`config.mk`:
```
export PLATFORM = sky130hd
export DESIGN_NAME = multicycle_ctrl
export DESIGN_NICKNAME = d
export VERILOG_FILES = /design/src/rtl/multicycle_pkg.sv /design/src/rtl/multicycle_ctrl_out.sv /design/src/rtl/multicycle_ctrl.sv
export SDC_FILE = /design/constraint.sdc
export NUM_CORES = 1
export LEC_CHECK = 0
export ABC_AREA = 1
export CORE_MARGIN = 8
export CORE_UTILIZATION = 29
export DETAILED_ROUTE_END_ITERATION = 7
export PLACE_DENSITY = 0.59
export SLEW_MARGIN = 5
export SYNTH_ARGS = -nofsm -noshare
export SYNTH_HDL_FRONTEND = slang
export SYNTH_SLANG_ARGS = --single-unit
```
`constraint.sdc`:
```
create_clock -name clk_i -period 2.4 [get_ports clk_i]
set_input_delay 0.48 -clock clk_i [delete_from_list [all_inputs] [get_ports clk_i]]
set_output_delay 0.48 -clock clk_i [all_outputs]
set_load 0.01 [all_outputs]
```
`src/rtl/multicycle_pkg.sv`:
```
// multicycle_pkg: shared opcodes, state encodings, ALU classes and mux selects for the multicycle controller
package multicycle_pkg;
  typedef enum logic [3:0] {
    S_FETCH  = 4'd0,
    S_DECODE = 4'd1,
    S_MEMADR = 4'd2,
    S_MEMRD  = 4'd3,
    S_MEMWB  = 4'd4,
    S_MEMWR  = 4'd5,
    S_EXEC   = 4'd6,
    S_ALUWB  = 4'd7,
    S_BRANCH = 4'd8,
    S_JUMP   = 4'd9,
    S_JAL    = 4'd10
  } state_e;
  localparam logic [5:0] OP_RTYPE = 6'b000000;
  localparam logic [5:0] OP_BLTZ  = 6'b000001;
  localparam logic [5:0] OP_J     = 6'b000010;
  localparam logic [5:0] OP_JAL   = 6'b000011;
  localparam logic [5:0] OP_BEQ   = 6'b000100;
  localparam logic [5:0] OP_BNE   = 6'b000101;
  localparam logic [5:0] OP_BLE   = 6'b000110;
  localparam logic [5:0] OP_ADDI  = 6'b001000;
  localparam logic [5:0] OP_SLTIU = 6'b001011;
  localparam logic [5:0] OP_ORI   = 6'b001101;
  localparam logic [5:0] OP_LUI   = 6'b001111;
  localparam logic [5:0] OP_LW    = 6'b100011;
  localparam logic [5:0] OP_SW    = 6'b101011;
  localparam logic [2:0] ALU_RTYPE = 3'b000;
  localparam logic [2:0] ALU_ADD   = 3'b001;
  localparam logic [2:0] ALU_SLT   = 3'b010;
  localparam logic [2:0] ALU_BEQ   = 3'b011;
  localparam logic [2:0] ALU_LUI   = 3'b100;
  localparam logic [2:0] ALU_ORI   = 3'b101;
  localparam logic [2:0] ALU_BNE   = 3'b110;
  localparam logic [2:0] ALU_BLE   = 3'b111;
  localparam logic [1:0] PC_ALU    = 2'b00;
  localparam logic [1:0] PC_ALUOUT = 2'b01;
  localparam logic [1:0] PC_JUMP   = 2'b10;
  localparam logic [1:0] DST_RT    = 2'b00;
  localparam logic [1:0] DST_RD    = 2'b01;
  localparam logic [1:0] DST_R31   = 2'b10;
  localparam logic [1:0] WB_ALUOUT = 2'b00;
  localparam logic [1:0] WB_MDR    = 2'b01;
  localparam logic [1:0] WB_PC     = 2'b10;
  localparam logic [1:0] B_RT      = 2'b00;
  localparam logic [1:0] B_FOUR    = 2'b01;
  localparam logic [1:0] B_IMM     = 2'b10;
  localparam logic [1:0] B_IMM_SH  = 2'b11;
  function automatic state_e decode_next(input logic [5:0] op);
    return op inside {OP_LW, OP_SW} ? S_MEMADR :
           op inside {OP_RTYPE, OP_ADDI, OP_SLTIU, OP_LUI, OP_ORI} ? S_EXEC :
           op inside {OP_BEQ, OP_BNE, OP_BLE, OP_BLTZ} ? S_BRANCH :
           op == OP_J ? S_JUMP :
           op == OP_JAL ? S_JAL : S_FETCH;
  endfunction
  function automatic logic [2:0] alu_op_for(input logic [5:0] op);
    case (op)
      OP_RTYPE:         return ALU_RTYPE;
      OP_SLTIU, OP_BLTZ: return ALU_SLT;
      OP_LUI:           return ALU_LUI;
      OP_ORI:           return ALU_ORI;
      OP_BEQ:           return ALU_BEQ;
      OP_BNE:           return ALU_BNE;
      OP_BLE:           return ALU_BLE;
      default:          return ALU_ADD;
    endcase
  endfunction
endpackage

```
`src/rtl/multicycle_ctrl_out.sv`:
```
// multicycle_ctrl_out: combinational map from (state, opcode, mem_ready) to datapath control signals
module multicycle_ctrl_out
  import multicycle_pkg::*;
(
  input  state_e     state_i,
  input  logic [5:0] op_i,
  input  logic       mem_ready_i,
  output logic       pc_write_o,
  output logic       pc_write_cond_o,
  output logic [1:0] pc_src_o,
  output logic       i_or_d_o,
  output logic       ir_write_o,
  output logic       mem_read_o,
  output logic       mem_write_o,
  output logic       reg_write_o,
  output logic [1:0] reg_dst_o,
  output logic [1:0] mem_to_reg_o,
  output logic       alu_src_a_o,
  output logic [1:0] alu_src_b_o,
  output logic [2:0] alu_op_o,
  output logic       set_zero_o,
  output logic       illegal_o
);
  always_comb begin
    pc_write_o      = 1'b0;
    pc_write_cond_o = 1'b0;
    pc_src_o        = PC_ALU;
    i_or_d_o        = 1'b0;
    ir_write_o      = 1'b0;
    mem_read_o      = 1'b0;
    mem_write_o     = 1'b0;
    reg_write_o     = 1'b0;
    reg_dst_o       = DST_RT;
    mem_to_reg_o    = WB_ALUOUT;
    alu_src_a_o     = 1'b0;
    alu_src_b_o     = B_RT;
    alu_op_o        = ALU_RTYPE;
    set_zero_o      = 1'b0;
    illegal_o       = 1'b0;
    case (state_i)
      S_FETCH: begin
        mem_read_o  = 1'b1;
        alu_src_b_o = B_FOUR;
        alu_op_o    = ALU_ADD;
        ir_write_o  = mem_ready_i;
        pc_write_o  = mem_ready_i;
      end
      S_DECODE: begin
        alu_src_b_o = B_IMM_SH;
        alu_op_o    = ALU_ADD;
        illegal_o   = decode_next(op_i) == S_FETCH;
      end
      S_MEMADR: begin
        alu_src_a_o = 1'b1;
        alu_src_b_o = B_IMM;
        alu_op_o    = ALU_ADD;
      end
      S_MEMRD: begin
        mem_read_o = 1'b1;
        i_or_d_o   = 1'b1;
      end
      S_MEMWB: begin
        reg_write_o  = 1'b1;
        mem_to_reg_o = WB_MDR;
      end
      S_MEMWR: begin
        mem_write_o = 1'b1;
        i_or_d_o    = 1'b1;
      end
      S_EXEC: begin
        alu_src_a_o = 1'b1;
        alu_src_b_o = op_i == OP_RTYPE ? B_RT : B_IMM;
        alu_op_o    = alu_op_for(op_i);
      end
      S_ALUWB: begin
        reg_write_o = 1'b1;
        reg_dst_o   = op_i == OP_RTYPE ? DST_RD : DST_RT;
      end
      S_BRANCH: begin
        pc_write_cond_o = 1'b1;
        pc_src_o        = PC_ALUOUT;
        alu_src_a_o     = 1'b1;
        alu_op_o        = alu_op_for(op_i);
        set_zero_o      = op_i == OP_BLTZ;
      end
      S_JUMP: begin
        pc_write_o = 1'b1;
        pc_src_o   = PC_JUMP;
      end
      S_JAL: begin
        pc_write_o   = 1'b1;
        pc_src_o     = PC_JUMP;
        reg_write_o  = 1'b1;
        reg_dst_o    = DST_R31;
        mem_to_reg_o = WB_PC;
      end
      default: ;
    endcase
  end
endmodule

```
`src/rtl/multicycle_ctrl.sv`:
```
// multicycle_ctrl: multicycle MIPS-style control FSM with latched opcode and reset-gated write strobes
module multicycle_ctrl
  import multicycle_pkg::*;
(
  input  logic       clk_i,
  input  logic       rst_i,
  input  logic [5:0] instr_op_i,
  input  logic       mem_ready_i,
  output logic       pc_write_o,
  output logic       pc_write_cond_o,
  output logic [1:0] pc_src_o,
  output logic       i_or_d_o,
  output logic       ir_write_o,
  output logic       mem_read_o,
  output logic       mem_write_o,
  output logic       reg_write_o,
  output logic [1:0] reg_dst_o,
  output logic [1:0] mem_to_reg_o,
  output logic       alu_src_a_o,
  output logic [1:0] alu_src_b_o,
  output logic [2:0] alu_op_o,
  output logic       set_zero_o,
  output logic       illegal_o,
  output logic [3:0] state_o
);
  state_e state_q, state_d;
  logic [5:0] op_q, op_d;
  logic pc_write, pc_write_cond, ir_write, mem_write, reg_write, illegal;
  always_comb begin
    op_d    = state_q == S_DECODE ? instr_op_i : op_q;
    state_d = S_FETCH;
    case (state_q)
      S_FETCH:  state_d = mem_ready_i ? S_DECODE : S_FETCH;
      S_DECODE: state_d = decode_next(instr_op_i);
      S_MEMADR: state_d = op_q == OP_LW ? S_MEMRD : S_MEMWR;
      S_MEMRD:  state_d = mem_ready_i ? S_MEMWB : S_MEMRD;
      S_MEMWR:  state_d = mem_ready_i ? S_FETCH : S_MEMWR;
      S_EXEC:   state_d = S_ALUWB;
      default:  state_d = S_FETCH;
    endcase
  end
  always_ff @(posedge clk_i) begin
    if (rst_i) begin
      state_q <= S_FETCH;
      op_q    <= '0;
    end else begin
      state_q <= state_d;
      op_q    <= op_d;
    end
  end
  multicycle_ctrl_out u_out (
    .state_i         (state_q),
    .op_i            (op_d),
    .mem_ready_i     (mem_ready_i),
    .pc_write_o      (pc_write),
    .pc_write_cond_o (pc_write_cond),
    .pc_src_o        (pc_src_o),
    .i_or_d_o        (i_or_d_o),
    .ir_write_o      (ir_write),
    .mem_read_o      (mem_read_o),
    .mem_write_o     (mem_write),
    .reg_write_o     (reg_write),
    .reg_dst_o       (reg_dst_o),
    .mem_to_reg_o    (mem_to_reg_o),
    .alu_src_a_o     (alu_src_a_o),
    .alu_src_b_o     (alu_src_b_o),
    .alu_op_o        (alu_op_o),
    .set_zero_o      (set_zero_o),
    .illegal_o       (illegal)
  );
  assign pc_write_o      = pc_write & ~rst_i;
  assign pc_write_cond_o = pc_write_cond & ~rst_i;
  assign ir_write_o      = ir_write & ~rst_i;
  assign mem_write_o     = mem_write & ~rst_i;
  assign reg_write_o     = reg_write & ~rst_i;
  assign illegal_o       = illegal & ~rst_i;
  assign state_o         = state_q;
endmodule

```
==> results.json, run 1 <==
{
  "violations": "negative setup slack",
  "rsz0062_at_grt": "true",
  "avgSynthCellArea_um2": 5.97,
  "leakage_nw": 0.928,
  "drtIter0Drc": 67,
  "setup.worst_path.start": "state_o[2]",
  "final_common_cell": "buf_4",
  "tns_ps": -36.7,
  "die_w_um": 75.7,
  "finalHoldViolations": 0,
  "slowest_delay_ps": 330,
  "hold_class": "reg -> reg",
  "synth_area_um2": 1030,
  "synth_ff_type": "dfxtp_1",
  "hp-start": "op_q[5]",
  "power.switching_uw": 216,
  "power_frac_comb": 0.452,
  "stdcell_count": 291,
  "power_density_nw_per_um2": 344,
  "cts_sinks": 10,
  "ctsLongestPathBuffers": 2,
  "cts_made_buffers": 3,
  "vias": 1320,
  "period_minus_slack_ps": 2440,
  "antenna_found_initial": 0,
  "worst-path-max-fanout": 4,
  "dieArea_um2": 5720,
  "ys_types": 32,
  "synth_edf_count": 0,
  "skew_ps": 7.39,
  "num_rows": 21,
  "timing_worst_slew_pin_value_ps": 235,
  "worstSetupEndpointType": "output port",
  "routed_wl_mm": 3.39,
  "worstPathRequired_ps": 1920,
  "synth_top_area_frac": 0.194,
  "drive_gt1_frac": 0.376,
  "coreArea_um2": 3390,
  "grt_max_degree": 11,
  "synth-async-reset-ratio": 0,
  "cts-root-buf": "clkbuf_4",
  "grt_pass1_vias": 1284,
  "post-route-period-util": 1.02,
  "cp.arrival_ps": 1960,
  "viasPerCell": 4.54,
  "drv_cap": 0,
  "critPathTopFamily": "simple AND/OR/NAND/NOR gates",
  "diodes": 0,
  "final_util": 0.528,
  "synthCells": 173,
  "dp.cells": 284,
  "post_drt_wl_per_cell_um": 11.7,
  "grt_overflow": 0,
  "clk_pin_slew_ps": 70,
  "slew_viol_final": 0,
  "areaGrowthSynthToFinish_pct": 73.3,
  "worstSetupPathType": "reg -> out",
  "synth-seq-area-share": 0.194,
  "crit_slowest_cell": "dfxtp_2",
  "hold_buffers": 0,
  "synth-warning-count": 0,
  "drt_drc_violations_left": 0,
  "fmax_ghz": 0.410,
  "grt_pass1_wl_mm": 5.68,
  "internal_power_uw": 399,
  "reg2reg_from": "state_o[1]",
  "ant_nets": 0,
  "io_buffer_count": 33,
  "switching_share": 0.352,
  "place.gp.congestion": 0.859,
  "irDropWorstVdd_mv": 0.237,
  "firstDrtPassIters": 4,
  "cts_htree_levels": 1,
  "layout_common_cells": "buf_4, nand2_1, nor2_1",
  "cp_common_cell": "nand2_1",
  "dp_slack_ps": -650,
  "ys_top_cells_by_area": "dfxtp_1, nand2_1, nor2_1, inv_1, nand3_1",
  "status": "finished with violations",
  "maxSlewHeadroom": 0.842,
  "grt.total_usage": 0.128,
  "synth_largest_area_cell": "dfxtp_1",
  "syn_nets": 187,
  "setup_viol": 1,
  "insertion_delay_ps": 270,
  "start_util": 0.305,
  "fin_nets": 260,
  "ios": 34,
  "hpwl_mm": 2.84,
  "cp-start-kind": "register",
  "seqPwrFrac": 0.294,
  "cts_tree": "yes",
  "critPathBufInv": 3,
  "die_h_um": 75.7,
  "p_clk_frac": 0.254,
  "cp_cell_sequence": "nor2_4 -> nand2_8 -> nand2_4 -> o21ai_4 -> buf_4 -> ha_4 -> nor2_2 -> nor2_1 -> a21oi_1 -> nand2_1 -> inv_1 -> nand2_1 -> a21oi_2 -> buf_2",
  "setup_slack_ps": -36.7,
  "synth_seq_cells": 10
}
[power groups by stage]
stage | Combinational [mW] | Clock (mW) | Sequential [mW]
after floorplan | 0.128 | 0 | 0.186
final | 0.278 | 0.156 | 0.181
after global routing | 0.308 | 0.169 | 0.182
after detailed placement | 0.252 | 0 | 0.185
after global placement | 0.251 | 0 | 0.185
after CTS | 0.263 | 0.159 | 0.181
[kinds of logic (layout without fill, tap and decap cells)]
family | count (synthesis) | count (layout) | synth area share
simple gates | 103 | 103 | 0.488
flops | 10 | 10 | 0.194
fa+ha+maj | 5 | 5 | 0.0606
buf+inv | 34 | 106 | 0.131
compound gates | 21 | 21 | 0.126
[layout make-up]
class | instances | area (um^2)
fillers | 363 | 1600
flip-flops and latches | 10 | 208
clock buffers | 4 | 36.3
inverters | 32 | 123
multi-input cells | 129 | 785
well taps | 46 | 57.6
repair buffers | 70 | 581
[cell usage after synthesis, drive strengths merged (2+ instances only)]
cell type and n:
nand2 41, nor2 37, inv 32, nand3 16
dfxtp 10, a21oi 9, ha 5, o21ai 5
nor3 3, a21boi 2, nand3b 2, nand4 2
[final timing paths]
check	to	slack (ps)	cells past startpoint
worst max register to register	state_o[0]	940	8
worst min register to register	op_q[5]	570	4
worst max-delay path	illegal_o	-40	14
worst min-delay path	op_q[5]	570	4
[metrics by stage]
stage	instance area [um^2]	hold slack, ps	power (mW)
6_report	1790	574	0.615
5_1_grt	1790	611	0.659
4_1_cts	1730	577	0.602
3_5_place_dp	1660	566	0.437
3_3_place_gp	1660	557	0.436
2_1_floorplan	1030	530	0.314
[sequential cells by signal (all words and copies together), names as in the netlist]
name     count
op_q         6
state_o      4
[routing by layer]
metal | vias up | global-route usage | part of all wire
met5 | - | 0 | 0
met4 | 0 | 0.0192 | 0.0024
met3 | 2 | 0.0382 | 0.059
met2 | 27 | 0.235 | 0.52
met1 | 599 | 0.143 | 0.42
li1 | 692 | - | -
[worst min-delay path, stage by stage (launching register included)]
cell	delay, ps
dfxtp_1	320
inv_1	50
nand2_1	40
nand2_1	80
nor2_1	40
[what timing repair did]
item | in CTS | in global routing
resized for setup | 54 | 11
hold endpoints to repair | 0 | 0
setup endpoints to repair | 11 | 11
buffers inserted | 1 | 2
cloned | 0 | 0
pin swaps | 10 | 10
Note: power is estimated with default switching activity, not from simulation.
==> run 2: changes to the inputs <==
--- a/config.mk
+++ b/config.mk
@@ -6,10 +6,12 @@
 export NUM_CORES = 1
 export LEC_CHECK = 0
 export ABC_AREA = 1
+export CELL_PAD_IN_SITES_DETAIL_PLACEMENT = 1
+export CELL_PAD_IN_SITES_GLOBAL_PLACEMENT = 2
 export CORE_MARGIN = 8
-export CORE_UTILIZATION = 29
+export CORE_UTILIZATION = 22
 export DETAILED_ROUTE_END_ITERATION = 7
-export PLACE_DENSITY = 0.59
+export PLACE_DENSITY = 0.81
 export SLEW_MARGIN = 5
 export SYNTH_ARGS = -nofsm -noshare
 export SYNTH_HDL_FRONTEND = slang
==> results.json, run 2 (same netlist as run 1, synthesis figures left out) <==
{
  "grt_overflow": 0,
  "grt.total_usage": 0.115,
  "setup_viol": 2,
  "rsz0062_at_grt": "true",
  "hpwl_mm": 3.29,
  "grt_pass1_vias": 1476,
  "place.gp.congestion": 0.767,
  "insertion_delay_ps": 240,
  "cts_htree_levels": 1,
  "cp-start-kind": "register",
  "seqPwrFrac": 0.258,
  "io_buffer_count": 33,
  "finalHoldViolations": 0,
  "timing_worst_slew_pin_value_ps": 263,
  "critPathTopFamily": "buffers and inverters",
  "layout_common_cells": "buf_4, nand2_1, inv_1",
  "worstSetupEndpointType": "output port",
  "ant_nets": 0,
  "grt_max_degree": 11,
  "ios": 34,
  "crit_slowest_cell": "dfxtp_2",
  "power.switching_uw": 243,
  "cts-root-buf": "clkbuf_8",
  "ctsLongestPathBuffers": 2,
  "multi_input_area_um2": 840,
  "switching_share": 0.344,
  "die_h_um": 84.5,
  "power_frac_comb": 0.443,
  "dp_slack_ps": -664,
  "routed_wl_mm": 4.13,
  "drive_gt1_frac": 0.409,
  "violations": "negative setup slack",
  "cts_sinks": 10,
  "fmax_ghz": 0.398,
  "top_register": "op_q",
  "post-route-period-util": 1.05,
  "irDropWorstVdd_mv": 0.144,
  "firstDrtPassIters": 2,
  "worstPathRequired_ps": 1920,
  "cts_made_buffers": 3,
  "die_w_um": 84.5,
  "internal_power_uw": 463,
  "drv_cap": 0,
  "skew_ps": 5.40,
  "finalPower_uw": 706,
  "start_util": 0.223,
  "num_rows": 25,
  "drt_drc_violations_left": 0,
  "cp.arrival_ps": 2040,
  "status": "finished with violations",
  "final_common_cell": "buf_4",
  "cts_tree": "yes",
  "largest_reg_flops": 6,
  "num-fill-cells": 595,
  "period_minus_slack_ps": 2520,
  "cp_cell_sequence": "nor2_4 -> nand2_8 -> nand2_2 -> o21ai_4 -> buf_4 -> buf_4 -> ha_2 -> a21oi_2 -> nand2_1 -> inv_1 -> nand2_1 -> a21oi_1 -> buf_2",
  "areaGrowthSynthToFinish_pct": 84.2,
  "worstSetupPathType": "reg -> out",
  "dieArea_um2": 7140,
  "critPathBufInv": 4,
  "regArea_um2": 208,
  "setup_slack_ps": -115,
  "slowest_delay_ps": 330,
  "drtIter0Drc": 29,
  "clk_pin_slew_ps": 50,
  "worst-path-max-fanout": 4,
  "post_drt_wl_per_cell_um": 13.7,
  "leakage_nw": 0.967,
  "fin_nets": 262,
  "diodes": 0,
  "antenna_found_initial": 0,
  "hold_class": "reg -> reg",
  "viasPerCell": 4.53,
  "power_density_nw_per_um2": 371,
  "grt_pass1_wl_mm": 6.76,
  "vias": 1363,
  "slew_viol_final": 0,
  "coreArea_um2": 4630,
  "maxSlewHeadroom": 0.825,
  "p_clk_frac": 0.300
}
## run 2: cell types whose count changed in the layout (fill, tap and decap cells not counted), sizes merged
cell	before	now
buf	43	46
clkdlybuf4s15	1	0
dlygate4sd2	6	5
dlymetal6s2s	2	3
## run 2: metrics by stage
stage / std cells / util / hold slack [ps] / cell area [um^2] / TNS (ps)
floorplan: 173 / - / 530 / 1030 / 0
global placement: 291 / 0.359 / 554 / 1660 / -3470
detailed placement: 291 / 0.359 / 575 / 1660 / -3700
CTS: 300 / 0.385 / 584 / 1780 / -172
global route: 301 / 0.411 / 638 / 1900 / -610
finish: 301 / 0.411 / 579 / 1900 / -154
## run 2: metal layers
metal  vias to the layer above  routed length [um]  track usage
li1                        696                   -            -
met3                         4                 155       0.0322
met2                        15                2280        0.225
met5                         -                   0            0
met1                       648                1660        0.116
met4                         0                  36       0.0291
## run 2: cell type report
class                           count  area share
Clock buffer                        4      0.0289
Inverter                           32      0.0671
Tap cell                           54      0.0355
Timing Repair Buffer               72       0.318
Multi-Input combinational cell    129       0.441
Sequential cell                    10       0.109
## run 2: repair_timing
action,CTS,global route
hold buffers,0,0
pin swaps,7,15
gates resized for setup,50,33
buffers inserted,5,2
gates cloned,0,0
setup endpoints to repair,12,10
## run 2: worst reg2reg max path: cells and delay by family, from the launching register on
kind | cells | cell delay, ps
and+or+nand+nor | 2 | 320
DFF | 1 | 360
buffers and inverters | 4 | 510
AOI/OAI and AO/OA | 2 | 150
## run 2: path summary, 6_finish.rpt
check | start | depth (start not counted) | to | slack, ps
hold / removal | op_q[4] | 4 | op_q[4] | 580
hold reg to reg | op_q[4] | 4 | op_q[4] | 580
setup / recovery | state_o[2] | 13 | illegal_o | -120
setup reg to reg | state_o[1] | 8 | state_o[0] | 990
## run 2: power groups by stage
stage / combinational [mW] / clock, mW / sequential, mW
floorplan: 0.128 / 0 / 0.186
global route: 0.342 / 0.225 / 0.183
finish: 0.312 / 0.212 / 0.182
CTS: 0.268 / 0.216 / 0.182
global placement: 0.248 / 0 / 0.185
detailed placement: 0.251 / 0 / 0.185
==> run 3: changes to the inputs <==
--- a/config.mk
+++ b/config.mk
@@ -12,6 +12,7 @@
 export CORE_UTILIZATION = 22
 export DETAILED_ROUTE_END_ITERATION = 7
 export PLACE_DENSITY = 0.81
+export SETUP_SLACK_MARGIN = 0.5
 export SLEW_MARGIN = 5
 export SYNTH_ARGS = -nofsm -noshare
 export SYNTH_HDL_FRONTEND = slang
==> results.json, run 3 (same netlist as run 1, synthesis figures left out) <==
{
  "slew_viol_final": 0,
  "diodes": 0,
  "leakage_nw": 1.05,
  "final_common_cell": "buf_4",
  "die_h_um": 84.5,
  "cts-root-buf": "clkbuf_8",
  "viasPerCell": 4.53,
  "timing_worst_slew_pin_value_ps": 262,
  "drv_cap": 0,
  "stdcell_count": 320,
  "ant_nets": 0,
  "io_buffer_count": 33,
  "period_minus_slack_ps": 2490,
  "finalHoldViolations": 0,
  "dp_slack_ps": -665,
  "setup_viol": 3,
  "grt_pass1_vias": 1487,
  "vias": 1450,
  "drive_gt1_frac": 0.564,
  "top_register": "op_q",
  "status": "finished with violations",
  "dieArea_um2": 7140,
  "die_w_um": 84.5,
  "areaGrowthSynthToFinish_pct": 107,
  "fmax_ghz": 0.402,
  "skew_ps": 5.19,
  "firstDrtPassIters": 3,
  "tns_ps": -139,
  "worst-path-max-fanout": 3,
  "cp.arrival_ps": 2010,
  "num_rows": 25,
  "ctsLongestPathBuffers": 2,
  "maxSlewHeadroom": 0.825,
  "worstSetupPathType": "reg -> out",
  "grt_overflow": 0,
  "num-fill-cells": 597,
  "grt.total_usage": 0.121,
  "grt_max_degree": 10,
  "power_density_nw_per_um2": 352,
  "post-route-period-util": 1.04,
  "routed_wl_mm": 4.66,
  "drt_drc_violations_left": 0,
  "place.gp.congestion": 0.787,
  "cts_htree_levels": 1,
  "worstPathRequired_ps": 1920,
  "irDropWorstVdd_mv": 0.141,
  "worstSetupEndpointType": "output port",
  "ios": 34,
  "insertion_delay_ps": 240,
  "cp-start-kind": "register",
  "post_drt_wl_per_cell_um": 14.6,
  "hpwl_mm": 3.31,
  "cts_made_buffers": 3,
  "hold_buffers": 0,
  "fin_nets": 281,
  "setup_slack_ps": -88.7,
  "antenna_found_initial": 0,
  "final_util": 0.461,
  "drtIter0Drc": 52,
  "hold_class": "reg -> reg",
  "largest_reg_flops": 6,
  "layout_common_cells": "buf_4, nor2_1, nand2_1",
  "grt_pass1_wl_mm": 7.04,
  "coreArea_um2": 4630,
  "cts_tree": "yes",
  "dp.cells": 297,
  "start_util": 0.223,
  "cts_sinks": 10,
  "rsz0062_at_grt": "true",
  "holdWs_ps": 606,
  "clk_pin_slew_ps": 50,
  "violations": "negative setup slack"
}
[run 3: cell count changes in the layout (fill, tap and decap cells not counted), moves of 3 or more]
cell             delta
inv_1               -7
buf_6              +12
dlymetal6s2s_1      -3
nand2_4             +6
nor2_2              -7
clkdlybuf4s50_1    -10
nor2_4              +5
inv_2               +6
buf_2               +5
buf_4              +10
nand2_1             -8
clkdlybuf4s15_2     +4
[run 3: what timing repair did]
| item | 4_1_cts | 5_1_grt |
|---|---|---|
| resized for setup | 125 | 34 |
| setup buffers | 6 | 13 |
| hold endpoints to repair | 0 | 0 |
| endpoints found under the setup margin | 21 | 18 |
| pin swaps | 13 | 11 |
[run 3: power breakdown]
| part | total (mW) | switching [mW] | internal [mW] |
|---|---|---|---|
| Sequential | 0.180 | 0.00604 | 0.174 |
| Combinational | 0.358 | 0.188 | 0.170 |
| Clock | 0.212 | 0.0678 | 0.144 |
| Total | 0.751 | 0.262 | 0.489 |
[run 3: layer usage]
metal	track usage	share of wire
met5	0	0
met3	0.0312	0.024
met4	0.0162	0.0086
met1	0.131	0.40
met2	0.231	0.57
[run 3: area by class of cell]
| type | count | area, um^2 | area share |
|---|---|---|---|
| Sequential cell | 10 | 213 | 0.0996 |
| Inverter | 32 | 130 | 0.0610 |
| Timing Repair Buffer | 91 | 748 | 0.351 |
| Tap cell | 54 | 67.6 | 0.0317 |
| Clock buffer | 4 | 55.1 | 0.0258 |
| Multi-Input combinational cell | 129 | 921 | 0.431 |
[run 3: critical path: stages, from the launching register on]
cell      delay (ps)
dfxtp_4          340
nor2_4           200
buf_6            130
nand3b_1          90
nand2_2          130
inv_4             60
ha_4             160
nor2_4            60
nor2_1            40
a21oi_1          120
nand2_1           80
inv_2             50
nand2_2           50
a21oi_2          130
buf_2            140
[run 3: final timing paths]
kind	from	to	slack, ps	cells after the start
min	op_q[5]	op_q[5]	610	4
max reg2reg	state_o[3]	op_q[4]	860	10
max	state_o[3]	illegal_o	-90	14
min reg2reg	op_q[5]	op_q[5]	610	4
[run 3: through the flow]
step	cell area, um^2	power (mW)
after floorplan	1060	0.318
after global placement	1740	0.450
after detailed placement	1740	0.456
after CTS	1960	0.695
after global routing	2130	0.795
final	2130	0.751
